[config.mk]
export PLATFORM = sky130hd
export DESIGN_NAME = mem_port_arbiter
export DESIGN_NICKNAME = d
export VERILOG_FILES = /design/src/rtl/mem_port_arbiter.sv
export SDC_FILE = /design/constraint.sdc
export NUM_CORES = 1
export LEC_CHECK = 0
export CORE_AREA = 4 4 105 107
export CTS_BUF_LIST = sky130_fd_sc_hd__clkbuf_4
export DETAILED_ROUTE_END_ITERATION = 8
export DIE_AREA = 0 0 109 111
export DONT_BUFFER_PORTS = 1
export PLACE_DENSITY = 0.42
export SYNTH_ARGS = -nofsm -noshare
export SYNTH_HDL_FRONTEND = slang
export SYNTH_SLANG_ARGS = --single-unit
[constraint.sdc]
create_clock -name clk -period 1.9 [get_ports clk]
set_input_delay 0.57 -clock clk [delete_from_list [all_inputs] [get_ports clk]]
set_output_delay 0.57 -clock clk [all_outputs]
set_load 0.02 [all_outputs]
[src/rtl/mem_port_arbiter.sv]
// mem_port_arbiter: shares one memory port between fetch (I) and LSU (D) and routes responses back via an owner FIFO.
// Latency: grants and response routing are combinational (same cycle as mem_gnt_i / mem_rvalid_i).
// Backpressure: mem_req_o drops while MAX_OUTSTANDING transactions are pending; an ungranted request locks its owner.
// Optional: define MEM_ARB_PERF_EN to add grant and full-stall performance counters.
module mem_port_arbiter #(
  parameter int unsigned WORD_WIDTH      = 32,
  parameter int unsigned MAX_OUTSTANDING = 2,
  parameter int unsigned STARVE_LIMIT    = 4
) (
  input  logic                    clk,
  input  logic                    rst_n,
  input  logic                    instr_req_i,
  input  logic [WORD_WIDTH-1:0]   instr_addr_i,
  output logic                    instr_gnt_o,
  output logic                    instr_rvalid_o,
  output logic [WORD_WIDTH-1:0]   instr_rdata_o,
  input  logic                    data_req_i,
  input  logic [WORD_WIDTH-1:0]   data_addr_i,
  input  logic                    data_we_i,
  input  logic [WORD_WIDTH/8-1:0] data_be_i,
  input  logic [WORD_WIDTH-1:0]   data_wdata_i,
  output logic                    data_gnt_o,
  output logic                    data_rvalid_o,
  output logic [WORD_WIDTH-1:0]   data_rdata_o,
  output logic                    mem_req_o,
  output logic [WORD_WIDTH-1:0]   mem_addr_o,
  output logic                    mem_we_o,
  output logic [WORD_WIDTH/8-1:0] mem_be_o,
  output logic [WORD_WIDTH-1:0]   mem_wdata_o,
  input  logic                    mem_gnt_i,
  input  logic                    mem_rvalid_i,
  input  logic [WORD_WIDTH-1:0]   mem_rdata_i
`ifdef MEM_ARB_PERF_EN
  ,
  output logic [31:0]             perf_instr_cnt_o,
  output logic [31:0]             perf_data_cnt_o,
  output logic [31:0]             perf_full_stall_cnt_o
`endif
);

  localparam int unsigned BE_W  = WORD_WIDTH / 8;
  localparam int unsigned CNT_W = $clog2(MAX_OUTSTANDING + 1);
  localparam int unsigned PTR_W = (MAX_OUTSTANDING > 1) ? $clog2(MAX_OUTSTANDING) : 1;
  localparam int unsigned STV_W = $clog2(STARVE_LIMIT + 1);

  localparam logic [CNT_W-1:0] MAX_CNT  = CNT_W'(MAX_OUTSTANDING);
  localparam logic [PTR_W-1:0] LAST_PTR = PTR_W'(MAX_OUTSTANDING - 1);
  localparam logic [STV_W-1:0] STV_MAX  = STV_W'(STARVE_LIMIT);

  localparam logic [0:0] IDLE     = 1'b0;
  localparam logic [0:0] WAIT_GNT = 1'b1;

  // Owner encoding used throughout: 0 = fetch (I), 1 = LSU (D).
  logic [0:0]                 state_q, state_d;
  logic                       owner_q, owner_d;
  logic [CNT_W-1:0]           cnt_q, cnt_d;
  logic [PTR_W-1:0]           wr_ptr_q, wr_ptr_d;
  logic [PTR_W-1:0]           rd_ptr_q, rd_ptr_d;
  logic [STV_W-1:0]           starve_q, starve_d;
  logic [MAX_OUTSTANDING-1:0] own_q;

  logic sel_vld;
  logic sel_data;
  logic sel_req;
  logic slot_free;
  logic push;
  logic pop;
  logic fifo_empty;
  logic head_data;

  // Pick the winner: locked owner while waiting for gnt, otherwise D over I unless I has starved.
  always_comb begin
    sel_vld  = 1'b0;
    sel_data = 1'b0;
    if (state_q == WAIT_GNT) begin
      sel_vld  = 1'b1;
      sel_data = owner_q;
    end else if (data_req_i && instr_req_i) begin
      sel_vld  = 1'b1;
      sel_data = (starve_q != STV_MAX);
    end else if (data_req_i) begin
      sel_vld  = 1'b1;
      sel_data = 1'b1;
    end else if (instr_req_i) begin
      sel_vld  = 1'b1;
      sel_data = 1'b0;
    end
  end

  assign sel_req    = sel_data ? data_req_i : instr_req_i;
  assign slot_free  = (cnt_q < MAX_CNT);
  assign mem_req_o  = sel_vld & sel_req & slot_free;
  assign fifo_empty = (cnt_q == '0);

  // Drive the memory request fields from the winner; fetches are always full-word reads.
  always_comb begin
    mem_addr_o  = '0;
    mem_we_o    = 1'b0;
    mem_be_o    = '0;
    mem_wdata_o = '0;
    if (sel_vld && sel_data) begin
      mem_addr_o  = data_addr_i;
      mem_we_o    = data_we_i;
      mem_be_o    = data_be_i;
      mem_wdata_o = data_wdata_i;
    end else if (sel_vld) begin
      mem_addr_o  = instr_addr_i;
      mem_be_o    = {BE_W{1'b1}};
    end
  end

  assign instr_gnt_o = mem_gnt_i & mem_req_o & ~sel_data;
  assign data_gnt_o  = mem_gnt_i & mem_req_o & sel_data;

  assign push      = mem_req_o & mem_gnt_i;
  assign pop       = mem_rvalid_i & ~fifo_empty;
  assign head_data = own_q[rd_ptr_q];

  assign instr_rvalid_o = pop & ~head_data;
  assign data_rvalid_o  = pop & head_data;
  assign instr_rdata_o  = (pop && !head_data) ? mem_rdata_i : '0;
  assign data_rdata_o   = (pop && head_data)  ? mem_rdata_i : '0;

  // Lock the owner when the memory stalls a request, release on gnt.
  always_comb begin
    state_d = state_q;
    owner_d = owner_q;
    case (state_q)
      IDLE: begin
        if (mem_req_o && !mem_gnt_i) begin
          state_d = WAIT_GNT;
          owner_d = sel_data;
        end
      end
      WAIT_GNT: begin
        if (mem_gnt_i) begin
          state_d = IDLE;
        end
      end
      default: state_d = IDLE;
    endcase
  end

  // Owner FIFO bookkeeping: simultaneous push and pop leave the count unchanged.
  always_comb begin
    cnt_d    = cnt_q;
    wr_ptr_d = wr_ptr_q;
    rd_ptr_d = rd_ptr_q;
    if (push && !pop) begin
      cnt_d = cnt_q + CNT_W'(1);
    end else if (pop && !push) begin
      cnt_d = cnt_q - CNT_W'(1);
    end
    if (push) begin
      wr_ptr_d = (wr_ptr_q == LAST_PTR) ? '0 : wr_ptr_q + PTR_W'(1);
    end
    if (pop) begin
      rd_ptr_d = (rd_ptr_q == LAST_PTR) ? '0 : rd_ptr_q + PTR_W'(1);
    end
  end

  // Count cycles I loses to a D grant; saturate so I is forced through at the limit.
  always_comb begin
    starve_d = starve_q;
    if (instr_gnt_o || !instr_req_i) begin
      starve_d = '0;
    end else if (data_gnt_o && (starve_q != STV_MAX)) begin
      starve_d = starve_q + STV_W'(1);
    end
  end

  // State registers with synchronous active-low reset.
  always_ff @(posedge clk) begin
    if (!rst_n) begin
      state_q  <= IDLE;
      owner_q  <= 1'b0;
      cnt_q    <= '0;
      wr_ptr_q <= '0;
      rd_ptr_q <= '0;
      starve_q <= '0;
      own_q    <= '0;
    end else begin
      state_q  <= state_d;
      owner_q  <= owner_d;
      cnt_q    <= cnt_d;
      wr_ptr_q <= wr_ptr_d;
      rd_ptr_q <= rd_ptr_d;
      starve_q <= starve_d;
      if (push) begin
        own_q[wr_ptr_q] <= sel_data;
      end
    end
  end

`ifdef MEM_ARB_PERF_EN
  // Free-running performance counters, wrapping at 2^32.
  always_ff @(posedge clk) begin
    if (!rst_n) begin
      perf_instr_cnt_o      <= '0;
      perf_data_cnt_o       <= '0;
      perf_full_stall_cnt_o <= '0;
    end else begin
      if (instr_gnt_o) perf_instr_cnt_o <= perf_instr_cnt_o + 32'd1;
      if (data_gnt_o)  perf_data_cnt_o  <= perf_data_cnt_o + 32'd1;
      if ((instr_req_i || data_req_i) && (cnt_q == MAX_CNT)) begin
        perf_full_stall_cnt_o <= perf_full_stall_cnt_o + 32'd1;
      end
    end
  end
`endif

`ifndef SYNTHESIS
  // A response with nothing outstanding is dropped; flag it in simulation.
  always_ff @(posedge clk) begin
    if (rst_n) begin
      assert (!(mem_rvalid_i && fifo_empty))
        else $warning("mem_port_arbiter: mem_rvalid_i with no outstanding transaction, response dropped");
    end
  end
`endif

endmodule

==> parameters.txt <==
Parameter                              Value

Floorplan
  Die Wd    109 µm
  Die Y    111 µm
  Floorplan core area    0.0101 mm²
  Number of rows created at floorplan    37
  Starting density of the core    18.0%
  Number of top-level pins    277
  DIE AREA    0.0121 mm²

Setup path
  Maximum net fanout on the critical path    9
  Kind of start point of the critical path    flip-flop
  Worst Path Arrival    1.73 ns
  Worst setup EP type    output pin
  Required time at the worst-slack endpoint    1.33 ns
  Worst Setup Path Type    flip-flop to output pin

Placement
  Routability-driven placement congestion ratio    0.801
  Detailed Place HPWL    7110 µm
  Port Buf Inserts    0

Final layout
  Ant diodes    0
  Area delta synth->final    80.8%
  Leading cell types in the layout, fill and taps excluded    sky130_fd_sc_hd__and2_4, sky130_fd_sc_hd__nand2_1, sky130_fd_sc_hd__nand2_4, sky130_fd_sc_hd__nand3_2, sky130_fd_sc_hd__buf_4
  Fraction of final layout cells with drive strength greater than 1    73.8%
  Net count, final    464
  Fill cells    1041
  Most frequent standard cell in the layout excluding fill and tap cells    sky130_fd_sc_hd__and2_4

Logic synthesis
  Mapped Area    0.00182 mm²
  Proportion of synthesized chip area in sequential cells    12.1%
  Most area-consuming cells after synthesis    sky130_fd_sc_hd__and2_1, sky130_fd_sc_hd__nand2_1, sky130_fd_sc_hd__dfxtp_1, sky130_fd_sc_hd__nand3_1, sky130_fd_sc_hd__buf_2
  Number of instances in the synthesized netlist    293
  Register bit total from synthesis    11
  Post-Syn Nets    435
  Yosys warning total    0
  Top cell type's share of synthesized area    34.7%
  Cell taking the most area after synthesis    sky130_fd_sc_hd__and2_1
  Unique cell type count in the Yosys netlist    38
  Syn_area_per_cell    6.21 µm²

Outcome
  Violations in the final reports    setup timing
  Outcome    finished with violations

Detailed routing
  Post-detailed-route DRC marker count    0
  Via density    4.75
  Average wire length per cell after detail routing    21.5 µm
  Post-detailed-route count of antenna-violating nets    0
  Final routed wirelength across all metal layers    9820 µm
  DRC marker count from the first detailed-route iteration    104
  Number of detailed-route iterations in the first pass    4
  Overall via count from detail_route    2169

Global routing
  Overall global routing resource usage    13.0%
  Largest net degree at the start of global routing    38
  Number of global-route vias before repair    2257
  Number of antenna violations at the first check in global routing    0
  Overflow after GRT    0
  Global-route wire length before repair    12400 µm

Power
  Cell leakage power    1.42 nW
  PnR Total Power    2.55 mW
  Total power divided by cell area    775 mW/mm²
  VDD IR max    0.365 mV

Timing
  Period utilization    121%
  Max Fclk    436 MHz
  Worst hold margin    0.363 ns
  Final setup violation count    137
  Setup repair after global routing missed its margin    yes
  Final max-slew violation count    0
  Clock Skew    0.000589 ns
  Clock period minus worst slack    2.30 ns
  Worst-margin pin slew    0.295 ns
  Final Hold Viols    0
  Worst setup margin    -0.396 ns
  Relative slew slack    80.3%

Clock network
  Clock tree from TritonCTS    done
  Worst-Skew Late Latency    0.26 ns
  Quantity of hold-fixing buffers added after cts    0
  Clock tree root driver cell    sky130_fd_sc_hd__clkbuf_4
  Clock edge transition at the registers on the reported setup and hold paths    0.07 ns
  Max Root-Sink Buffers    2
  Number of levels in the clock H-tree    1
  Total clock buffers created by CTS    3
  Clock Sinks    11

Flow run
  Reported max-cap violation count    0

Hold path
  Worst min path class    input pin to flip-flop
-- registers in the layout (all words and copies together), names as in the netlist --
signal,flops
own_q,2
state_q,1
rd_ptr_q,1
owner_q,1
starve_q,3
wr_ptr_q,1
cnt_q,2
-- cells by family (layout without fill, tap and decap cells) --
family | Yosys count | in the layout | share of synthesized area [%]
fa+ha+maj | 3 | 3 | 2.06
compound gates | 22 | 22 | 9.42
mux | 4 | 4 | 2.20
simple gates | 225 | 225 | 65.6
buf+inv | 25 | 53 | 7.15
flops | 11 | 11 | 12.1
xor+xnor | 3 | 3 | 1.44
-- final cells by class --
cell class,instances,area (µm²),area share (%)
Multi-Input combinational cell,257,2230,67.7
Timing Repair Buffer,47,626,19.0
Sequential cell,11,230,6.99
Tap cell,136,170,5.17
Clock buffer,4,30.0,0.912
Inverter,2,7.51,0.228
-- worst paths after layout --
path / to / cells past startpoint / from / slack (ns)
max: mem_addr_o[29] / 9 / starve_q[0] / -0.40
min: state_q / 1 / mem_gnt_i / 0.36
max reg2reg: cnt_q[1] / 8 / state_q / 0.16
min reg2reg: own_q[0] / 2 / own_q[0] / 0.48
-- metal layers --
layer	track usage [%]	up-vias	wire, µm
met2	27.2	166	5540
met4	1.26	0	11
li1	-	1002	-
met3	5.71	2	1320
met5	0	-	0
met1	11.3	999	2950
-- critical path, stage by stage (launching register included) --
cell and delay [ns]:
sky130_fd_sc_hd__dfxtp_2 0.33, sky130_fd_sc_hd__inv_2 0.06, sky130_fd_sc_hd__ha_4 0.15, sky130_fd_sc_hd__nand3_4 0.09, sky130_fd_sc_hd__buf_6 0.13, sky130_fd_sc_hd__a22oi_4 0.16, sky130_fd_sc_hd__buf_12 0.17, sky130_fd_sc_hd__buf_8 0.16
sky130_fd_sc_hd__nand3_2 0.10, sky130_fd_sc_hd__nand2_4 0.10
-- per-stage QoR --
stage | setup TNS (ns) | util [%] | std cells | area [µm²] | setup slack (ns)
after global placement | -8.89 | 25.8 | 433 | 2620 | -0.186
after global routing | -39.02 | 32.5 | 457 | 3290 | -0.467
final | -28.80 | 32.5 | 457 | 3290 | -0.396
after detailed placement | -9.99 | 25.8 | 433 | 2620 | -0.197
after CTS | -30.96 | 30.5 | 449 | 3090 | -0.394
after floorplan | -4.66 | - | 293 | 2370 | -0.0673
-- synth_stat cells --
cell	count
sky130_fd_sc_hd__o21ai_0	2
sky130_fd_sc_hd__nor3_1	2
sky130_fd_sc_hd__nor2_1	3
sky130_fd_sc_hd__o31ai_1	2
sky130_fd_sc_hd__o21a_1	4
sky130_fd_sc_hd__o21bai_1	1
sky130_fd_sc_hd__clkbuf_2	1
sky130_fd_sc_hd__nand2b_1	2
sky130_fd_sc_hd__o2111ai_2	1
sky130_fd_sc_hd__xor2_1	1
sky130_fd_sc_hd__o21ai_1	2
sky130_fd_sc_hd__o41ai_1	1
sky130_fd_sc_hd__clkbuf_1	9
sky130_fd_sc_hd__a22oi_4	1
sky130_fd_sc_hd__dfxtp_1	11
sky130_fd_sc_hd__nand4_1	1
sky130_fd_sc_hd__ha_1	3
sky130_fd_sc_hd__a31oi_1	1
sky130_fd_sc_hd__nor2b_4	1
sky130_fd_sc_hd__nor3b_1	2
sky130_fd_sc_hd__nand3b_1	2
sky130_fd_sc_hd__and2_1	101
sky130_fd_sc_hd__nand3_2	1
sky130_fd_sc_hd__inv_1	2
sky130_fd_sc_hd__nand3_1	32
sky130_fd_sc_hd__a21oi_1	3
sky130_fd_sc_hd__a22o_1	1
sky130_fd_sc_hd__mux2i_1	4
sky130_fd_sc_hd__nand2_1	72
sky130_fd_sc_hd__buf_2	10
sky130_fd_sc_hd__or3_1	3
sky130_fd_sc_hd__and2b_1	1
sky130_fd_sc_hd__a21boi_1	1
sky130_fd_sc_hd__a21boi_0	1
sky130_fd_sc_hd__o2111ai_1	1
sky130_fd_sc_hd__nor2b_1	2
sky130_fd_sc_hd__xnor2_1	2
sky130_fd_sc_hd__buf_6	3
-- where the power goes --
part	leakage (nW)	internal, mW	switching, mW
Clock	0.0184	0.0954	0.0819
Sequential	0.0927	0.282	0.0526
Combinational	1.31	0.893	1.15
Total	1.42	1.27	1.28
-- what timing repair did --
action | 4_1_cts | 5_1_grt
gates resized for setup | 141 | 30
setup endpoints to repair | 138 | 139
gates cloned | 5 | 9
pin swaps | 23 | 38
buffers inserted | 7 | 5
No activity file was read; power rests on OpenSTA's default activity.
